===== src/rtl/count_sweep_monitor.sv =====
// -----------------------------------------------------------------------------
// count_sweep_monitor
//
// Passive observer for a bouncing up/down counter. It samples the counter's
// output bus and does four things. It recovers the counting direction. It
// flags the peak and trough turnarounds. It detects illegal steps, which are
// jumps, wraps and reversals that do not happen at an end. It counts completed
// sweeps, where one sweep is a trough turnaround. The monitor never drives the
// counter. It sits in the counter's clock domain.
//
// Optional feature macro: CNT_MON_IRQ_EN
//   When defined, the module gains a sticky error interrupt (err_irq). The
//   interrupt is set by any illegal step and cleared by irq_clr. If a set and
//   a clear arrive in the same cycle, the set wins.
//
// Ports
//   clk        in   1      clock, all logic on rising edge
//   asyn_rst   in   1      asynchronous reset, active-high
//   smp_vld    in   1      sample strobe; count_in is evaluated only when 1
//   resync     in   1      with smp_vld: the counter was loaded, so re-acquire
//                          without raising an error
//   count_in   in   WIDTH  observed counter value
//   irq_clr    in   1      (CNT_MON_IRQ_EN only) clears err_irq
//   dir_valid  out  1      direction locked (state UP or DOWN)
//   dir_up     out  1      1 = ascending; meaningful only when dir_valid
//   turn_pulse out  1      one-cycle pulse on a peak or trough turnaround
//   err_pulse  out  1      one-cycle pulse on an illegal step
//   err_irq    out  1      (CNT_MON_IRQ_EN only) sticky error flag
//   err_cnt    out  ERR_W  illegal steps seen, saturating at all-ones
//   sweep_cnt  out  SWP_W  completed troughs, wraps around
//
// All outputs are registered. The response to a strobe appears in the cycle
// after the edge that sampled it.
// -----------------------------------------------------------------------------
module count_sweep_monitor #(
    parameter int WIDTH = 4,
    parameter int ERR_W = 8,
    parameter int SWP_W = 8
) (
    input  logic             clk,
    input  logic             asyn_rst,
    input  logic             smp_vld,
    input  logic             resync,
    input  logic [WIDTH-1:0] count_in,
`ifdef CNT_MON_IRQ_EN
    input  logic             irq_clr,
    output logic             err_irq,
`endif
    output logic             dir_valid,
    output logic             dir_up,
    output logic             turn_pulse,
    output logic             err_pulse,
    output logic [ERR_W-1:0] err_cnt,
    output logic [SWP_W-1:0] sweep_cnt
);

    typedef enum logic [1:0] {
        IDLE = 2'd0,
        SYNC = 2'd1,
        UP   = 2'd2,
        DOWN = 2'd3
    } state_t;

    localparam logic [WIDTH-1:0] MAX_VAL  = {WIDTH{1'b1}};
    localparam logic [WIDTH-1:0] ZERO_VAL = '0;
    localparam logic [ERR_W-1:0] ERR_SAT  = {ERR_W{1'b1}};

    state_t           state_q, state_d;
    logic [WIDTH-1:0] prev_q, prev_d;
    logic             turn_q, turn_d;
    logic             err_q, err_d;
    logic [ERR_W-1:0] err_cnt_q, err_cnt_d;
    logic [SWP_W-1:0] sweep_q, sweep_d;

    // Events decided by the next-state logic and consumed by the output logic.
    logic             ev_err;
    logic             ev_turn;
    logic             ev_sweep;

    // Step classification against the previous sample. The range guards stop
    // MAX->0 and 0->MAX from being read as +1/-1, because the counter bounces
    // at its ends and never wraps.
    logic             is_stall;
    logic             is_inc;
    logic             is_dec;

    always_comb begin
        is_stall = (count_in == prev_q);
        is_inc   = (count_in == prev_q + WIDTH'(1)) && (prev_q != MAX_VAL);
        is_dec   = (count_in == prev_q - WIDTH'(1)) && (prev_q != ZERO_VAL);
    end

    // -------------------------------------------------------------------------
    // State register
    // -------------------------------------------------------------------------
    always_ff @(posedge clk or posedge asyn_rst) begin
        if (asyn_rst) begin
            state_q   <= IDLE;
            prev_q    <= '0;
            turn_q    <= 1'b0;
            err_q     <= 1'b0;
            err_cnt_q <= '0;
            sweep_q   <= '0;
        end else begin
            state_q   <= state_d;
            prev_q    <= prev_d;
            turn_q    <= turn_d;
            err_q     <= err_d;
            err_cnt_q <= err_cnt_d;
            sweep_q   <= sweep_d;
        end
    end

    // -------------------------------------------------------------------------
    // Next-state logic
    // -------------------------------------------------------------------------
    always_comb begin
        state_d  = state_q;
        prev_d   = prev_q;
        ev_err   = 1'b0;
        ev_turn  = 1'b0;
        ev_sweep = 1'b0;

        if (smp_vld) begin
            // Every accepted sample becomes the new reference, even when the
            // step was illegal. This lets SYNC re-acquire from the new value.
            prev_d = count_in;

            if (resync) begin
                // The counter was loaded, so the jump is expected.
                state_d = SYNC;
            end else begin
                unique case (state_q)
                    IDLE: begin
                        state_d = SYNC;
                    end

                    SYNC: begin
                        if (is_inc) begin
                            state_d = UP;
                        end else if (is_dec) begin
                            state_d = DOWN;
                        end else if (!is_stall) begin
                            ev_err = 1'b1;
                        end
                    end

                    UP: begin
                        if (is_stall) begin
                            state_d = UP;
                        end else if (prev_q == MAX_VAL) begin
                            // At the peak, the only legal move is back down.
                            if (is_dec) begin
                                state_d = DOWN;
                                ev_turn = 1'b1;
                            end else begin
                                state_d = SYNC;
                                ev_err  = 1'b1;
                            end
                        end else if (!is_inc) begin
                            state_d = SYNC;
                            ev_err  = 1'b1;
                        end
                    end

                    DOWN: begin
                        if (is_stall) begin
                            state_d = DOWN;
                        end else if (prev_q == ZERO_VAL) begin
                            // Trough turnaround completes one sweep.
                            if (is_inc) begin
                                state_d  = UP;
                                ev_turn  = 1'b1;
                                ev_sweep = 1'b1;
                            end else begin
                                state_d = SYNC;
                                ev_err  = 1'b1;
                            end
                        end else if (!is_dec) begin
                            state_d = SYNC;
                            ev_err  = 1'b1;
                        end
                    end

                    default: begin
                        state_d = IDLE;
                    end
                endcase
            end
        end
    end

    // -------------------------------------------------------------------------
    // Output logic (next values of the registered outputs)
    // -------------------------------------------------------------------------
    always_comb begin
        turn_d    = ev_turn;
        err_d     = ev_err;
        err_cnt_d = err_cnt_q;
        sweep_d   = sweep_q;

        if (ev_err && (err_cnt_q != ERR_SAT)) begin
            err_cnt_d = err_cnt_q + ERR_W'(1);
        end

        if (ev_sweep) begin
            sweep_d = sweep_q + SWP_W'(1);
        end
    end

`ifdef CNT_MON_IRQ_EN
    logic irq_q, irq_d;

    // A new error takes priority over a clear in the same cycle.
    always_comb begin
        irq_d = irq_q;
        if (irq_clr) begin
            irq_d = 1'b0;
        end
        if (ev_err) begin
            irq_d = 1'b1;
        end
    end

    always_ff @(posedge clk or posedge asyn_rst) begin
        if (asyn_rst) begin
            irq_q <= 1'b0;
        end else begin
            irq_q <= irq_d;
        end
    end

    assign err_irq = irq_q;
`endif

    assign dir_valid  = (state_q == UP) || (state_q == DOWN);
    assign dir_up     = (state_q == UP);
    assign turn_pulse = turn_q;
    assign err_pulse  = err_q;
    assign err_cnt    = err_cnt_q;
    assign sweep_cnt  = sweep_q;

endmodule

===== config.mk =====
export PLATFORM = sky130hd
export DESIGN_NAME = count_sweep_monitor
export DESIGN_NICKNAME = d
export VERILOG_FILES = /design/src/rtl/count_sweep_monitor.sv
export SDC_FILE = /design/constraint.sdc
export NUM_CORES = 1
export LEC_CHECK = 0
export CAP_MARGIN = 10
export CORE_UTILIZATION = 51
export DETAILED_ROUTE_END_ITERATION = 7
export PLACE_DENSITY = 0.82
export RECOVER_POWER = 25
export SYNTH_ARGS = -nofsm -noshare
export SYNTH_HDL_FRONTEND = slang
export SYNTH_SLANG_ARGS = --single-unit

===== constraint.sdc =====
create_clock -name clk -period 2.8 [get_ports clk]
set_input_delay 0.84 -clock clk [delete_from_list [all_inputs] [get_ports clk]]
set_output_delay 0.84 -clock clk [all_outputs]
set_load 0.02 [all_outputs]

---- After elaboration in Yosys (flattened, before gate mapping) ----
Index checks and enable logic that the tools add are counted.
storage, ports and cells
  flip-flop bits (word level) ............. 24
  latch bits .............................. 0
  RAM bits ................................ 0
  bits in read-only memories .............. 0
  logic and storage cells ................. 66
  memories ................................ 0
operators by class
  add/subtract/negate cells ............... 4
  multiply operators ...................... 0
  div/mod/pow operators ................... 0
  order comparisons ....................... 0
  equal/unequal tests ..................... 12
  shift-type cells ........................ 0
  mux-type cells .......................... 36
  bitwise gates (word level) .............. 0
  reductions and logical operators ........ 8
operator list
  cell                                                                     number
  1-bit two-way mux                                                        22
  2-bit two-way mux                                                        11
  8-bit by 1-bit adder with 8-bit output, second input constant            2
  4-bit equality test                                                      3
  4-bit inequality test, second input constant                             2
  8-bit inequality test, second input constant                             1
  2-bit case mux with 4 select lines                                       1
  5-bit by 4-bit inequality test with 1-bit output, second input constant  1
  5-bit inequality test, second input constant                             1
  4-bit by 1-bit adder with 4-bit output, second input constant            1
  2-bit equality test, second input constant                               2
  4-bit equality test, second input constant                               1
  4-bit zero test                                                          1
  4-bit AND reduction                                                      1
  4-bit nonzero test                                                       1
  4-bit by 1-bit subtractor with 4-bit output, second input constant       1
  1-bit logical AND                                                        3
  1-bit case mux with 3 select lines                                       1
  2-bit by 1-bit equality test with 1-bit output, second input constant    1
  2-bit zero test                                                          1
  1-bit case mux with 2 select lines                                       1
  1-bit logical OR                                                         1

---- Depth between registers and ports, before layout ----
  word-level depth ........................ 10
  depth in mapped cells ................... 9

---- Worst setup path after synthesis ----
Ideal clock, no wire load.
  kind .................................... input port to flip-flop
  from .................................... input port count_in[2]
  to ...................................... register sweep_q[1] (netlist: sweep_cnt[1])
  setup time .............................. 125 ps
  arrival ................................. 2,572 ps
  setup slack ............................. 103 ps
  stages on the path ...................... 6
  buffers on the path ..................... 1
  cell sequence ........................... buf_6 or3b_2 nand3_1 o2111ai_4 nor4_4 mux2_2
between the ends
  word-level cells in the longest chain between the ends .. 8
  elaborated cells between the ends (all ways) .. 9
  those cells by class .................... eq/ne (2); mux (6); reduce/logical (1)
RTL lines
  what                   line  source
  start, declared        44    input logic [WIDTH-1:0] count_in,
  4-bit equality test    89    is_inc = (count_in == prev_q + WIDTH'(1)) && (prev_q != MAX_VAL);
  1-bit logical AND      89
  1-bit two-way mux      171   if (is_inc) begin
  1-bit two-way mux      169   end else if (prev_q == ZERO_VAL) begin
  1-bit two-way mux (*)  167   if (is_stall) begin
  1-bit two-way mux (*)  133   unique case (state_q)
  1-bit two-way mux (*)  129   if (resync) begin
  1-bit two-way mux (*)  124   if (smp_vld) begin
  end signal, assigned   110   sweep_q <= sweep_d;
  end, declared          73    logic [SWP_W-1:0] sweep_q, sweep_d;
Every way passes the cells marked *; elsewhere a longest branch is shown, timed or not.
A chain may end at the register's enable or synchronous reset.

---- Worst setup path in the final report ----
  from .................................... input port count_in[2]
  to ...................................... register err_cnt_q[7] (netlist: err_cnt[7])
between the ends
  word-level cells in the longest chain between the ends .. 9
  elaborated cells between the ends (all ways) .. 18
  those cells by class .................... eq/ne (3); mux (12); reduce/logical (3)
RTL lines
  what                                           line      source
  4-bit equality test, on equally long branches  90, 89
  1-bit logical AND, on equally long branches    90, 89
  1-bit two-way mux, on equally long branches    -
  1-bit two-way mux, on equally long branches    169, 151
  1-bit two-way mux, on equally long branches    167, 149
  1-bit case mux with 3 select lines (*)         133
  1-bit two-way mux (*)                          129
  1-bit two-way mux (*)                          124
  1-bit logical AND (*)                          202       if (ev_err && (err_cnt_q != ERR_SAT)) begin
  end signal, assigned                           109       err_cnt_q <= err_cnt_d;
  end, declared                                  72        logic [ERR_W-1:0] err_cnt_q, err_cnt_d;
Marks and branches as above.

==> impl_metrics.yaml <==
floorplan:
  dieHeight_um: 55.6
  start_util_pct: 53.6
  coreArea_um2: 2730
  die-area_um2: 3090
  dieWidth_um: 55.6
  ioPinCount: 28
  rows: 19
yosys:
  syn_nets: 155
  syn_avg_cell_area_um2: 10.2
  ys_warn_count: 0
  synth-seq-area-share_pct: 41.0
  synth_cells: 143
  netlist_area_um2: 1470
  synth_seq_cells: 24
  ys_types: 37
drt:
  first_iter_violations: 40
  drt_wl_total_mm: 3.21
  drtAntennaViolNets: 0
  via_per_inst: 5.73
  vias: 1243
  wl_per_cell_um: 14.8
  drt-pass1-iter-count: 6
  drc: 0
critical_path:
  required_ps: 3040
  crit_buf_inv: 4
  start_kind: "input port"
  reg2regPathDepth: 10
  critical-path-slowest-cell: "clkdlybuf4s50_1"
  worstReg2RegStart: "prev_q[0]"
  cp-startpoint: "count_in[2]"
  worst_path_largest_cell_delay_ps: 430
  worstPathMaxFanout: 4
  cpMostUsedCell: "buf_4"
  rrSetupSlack_ps: 250
  path_delay_family: "buffers and inverters"
  worstSetupEndpointType: "flip-flop"
  worstReg2RegEnd: "err_cnt[7]"
  critPathArrivalTime_ps: 2960
  worstPathCellList: "clkdlybuf4s50_1, buf_4, xnor2_1, nor4_1, buf_4, a211oi_2, a32oi_4, buf_4, nor4_1, xor2_1"
  critPathKind: "in2reg"
clock_tree:
  cts_resized: 0
  post_cts_buffers: 0
  cts_max_path_buffers: 2
  clk_pin_slew_ps: 130
  hold_buffers: 0
  cts_tree: "done"
  insertion_delay_ps: 310
  htreeDepth: 1
  clock_sinks: 24
  cts_buffers: 3
  cts-root-buf: "clkbuf_4"
sta:
  maxClockFrequency_mhz: 368
  fin_ws_ps: 82.7
  fin_worst_skew_ps: 6.79
  maxSlewViolCount: 0
  finalHoldViolations: 0
  fin_crit_ps: 2720
  finalSetupViolCount: 0
  period_share_pct: 97.0
  tightest_slew_ps: 1280
  rsz0062_at_grt: "yes"
  fin_tns_setup_ps: 0
  relSlewSlack_pct: 14.7
cells_and_area:
  layout.cells.non_filler: 217
  syn_to_final_growth_pct: 32.3
  fillers: 199
  final-seq-area_um2: 601
  antenna_cells: 0
  layout.nets: 199
  multi_input_area_um2: 815
  drive_gt1_share_pct: 19.4
min_path:
  hold_class: "reg2reg"
  holdPathEnd: "sweep_cnt[7]"
  min_from: "sweep_cnt[7]"
  whs_path_depth: 1
run:
  drv_cap: 0
status:
  run_status: "finished clean"
power:
  vdd_ir_drop_max_mv: 0.612
  p_per_area_nw_per_um2: 561
  leakage_nw: 0.833
global_route:
  overflow: 0
  grt_pass1_wl_mm: 5.35
  grt_pass1_vias: 1209
  antenna_found_initial: 0
  grt_max_degree: 25
  gr-usage-all-layers_pct: 21.7
placement:
  post-place-cells: 213
  place_ws_ps: -239
  gp_congestion: 0.843
  hpwl_mm: 2.44
  portBuffers: 27
[state kept, by name, summed over array words and instances, names as in the netlist]
signal	count
err_cnt	8
state_q	2
sweep_cnt	8
err_pulse	1
prev_q	4
turn_pulse	1
[power breakdown]
part / switching, mW / internal (mW)
logic: 0.191 / 0.183
registers: 0.0741 / 0.393
clock network: 0.103 / 0.145
total: 0.368 / 0.720
[cells by family after synthesis]
logic type / Yosys count / synth area share [%]
buffers and inverters: 13 / 4.36
muxes: 6 / 4.53
and+or+nand+nor: 53 / 20.8
AOI/OAI and AO/OA: 20 / 11.7
adders and majority gates: 4 / 3.42
xor gates and xnor gates: 23 / 14.3
DFF: 24 / 41.0
[synth_stat cells]
cell	n	area [um2]
a31oi_1	2	12.5
xor2_1	11	96.3
o2111ai_4	1	26.3
nor4_1	4	25.0
a32oi_4	1	27.5
mux2_1	2	22.5
inv_1	6	22.5
dfrtp_1	24	601
o22ai_1	1	6.26
o21ai_0	5	25.0
xnor2_1	11	96.3
nor4_4	1	21.3
and2_1	2	12.5
nand2b_1	2	12.5
o21ba_2	1	10.0
o31ai_1	1	7.51
nor2b_1	1	6.26
clkbuf_1	5	18.8
buf_6	2	22.5
nand4_1	6	37.5
ha_1	4	50.1
a211oi_2	1	12.5
nor2_2	1	6.26
or3b_2	2	17.5
nor3_1	5	25.0
mux2_2	3	33.8
a22oi_1	2	15.0
a211o_1	1	8.76
nand3_1	12	60.1
a21oi_1	4	20.0
xor2_2	1	16.3
nor3b_1	2	15.0
or4_1	1	7.51
and3_1	2	12.5
nand2_1	7	26.3
mux2i_1	1	10.0
nor2_1	5	18.8
[layer usage]
metal / share of wire, % / track usage [%] / vias to the layer above
li1: - / - / 594
met1: 44 / 27.6 / 603
met2: 51 / 37.0 / 40
met3: 4.4 / 3.72 / 6
met4: 1.4 / 7.86 / 0
met5: 0 / 0 / -
[worst max-delay path by stage]
stage | slack (ps) | cells past startpoint | endpoint
floorplan | 100 | 6 | sweep_cnt[1]
global placement | -200 | 7 | sweep_cnt[1]
detailed placement | -240 | 10 | err_cnt[7]
CTS | 80 | 10 | err_cnt[5]
global route | -10 | 8 | sweep_cnt[3]
finish | 80 | 10 | err_cnt[7]
[stage by stage]
stage	utilization, %	cell area (um2)	hold slack [ps]	total power, mW
after floorplan	-	1470	582	0.673
after detailed placement	68.6	1880	474	0.840
after global placement	68.6	1880	460	0.823
after global routing	70.9	1940	524	1.15
final	70.9	1940	490	1.09
after CTS	70.5	1930	492	1.09
[worst register-to-register path: stages (launching register included)]
cell and delay, ps:
dfrtp_1 480, inv_1 100, ha_1 310, xnor2_1 250
nor4_1 100, buf_4 150, a211oi_2 280, a32oi_4 170
buf_4 180, nor4_1 280, xor2_1 180
[area by class of cell]
cell class / instances / area share (%)
inverters: 6 / 1.16
clock inverters: 1 / 1.55
repair buffers: 46 / 21.1
multi-input cells: 106 / 42.0
flip-flops and latches: 24 / 31.0
well taps: 31 / 2.00
clock buffers: 3 / 1.16
[cells in the final DEF (no fill, tap or decap), types with 3 or more instances in the layout]
master	n
a21oi_1	4
nor2_1	5
xnor2_1	10
nand4_1	6
clkbuf_4	3
ha_1	4
nor3_1	5
xor2_1	11
o21ai_0	5
inv_1	6
buf_4	18
clkdlybuf4s50_1	26
mux2_2	3
dfrtp_1	24
nor4_1	3
nand2_1	7
nand3_1	12
(Power assumes the default switching activity.)
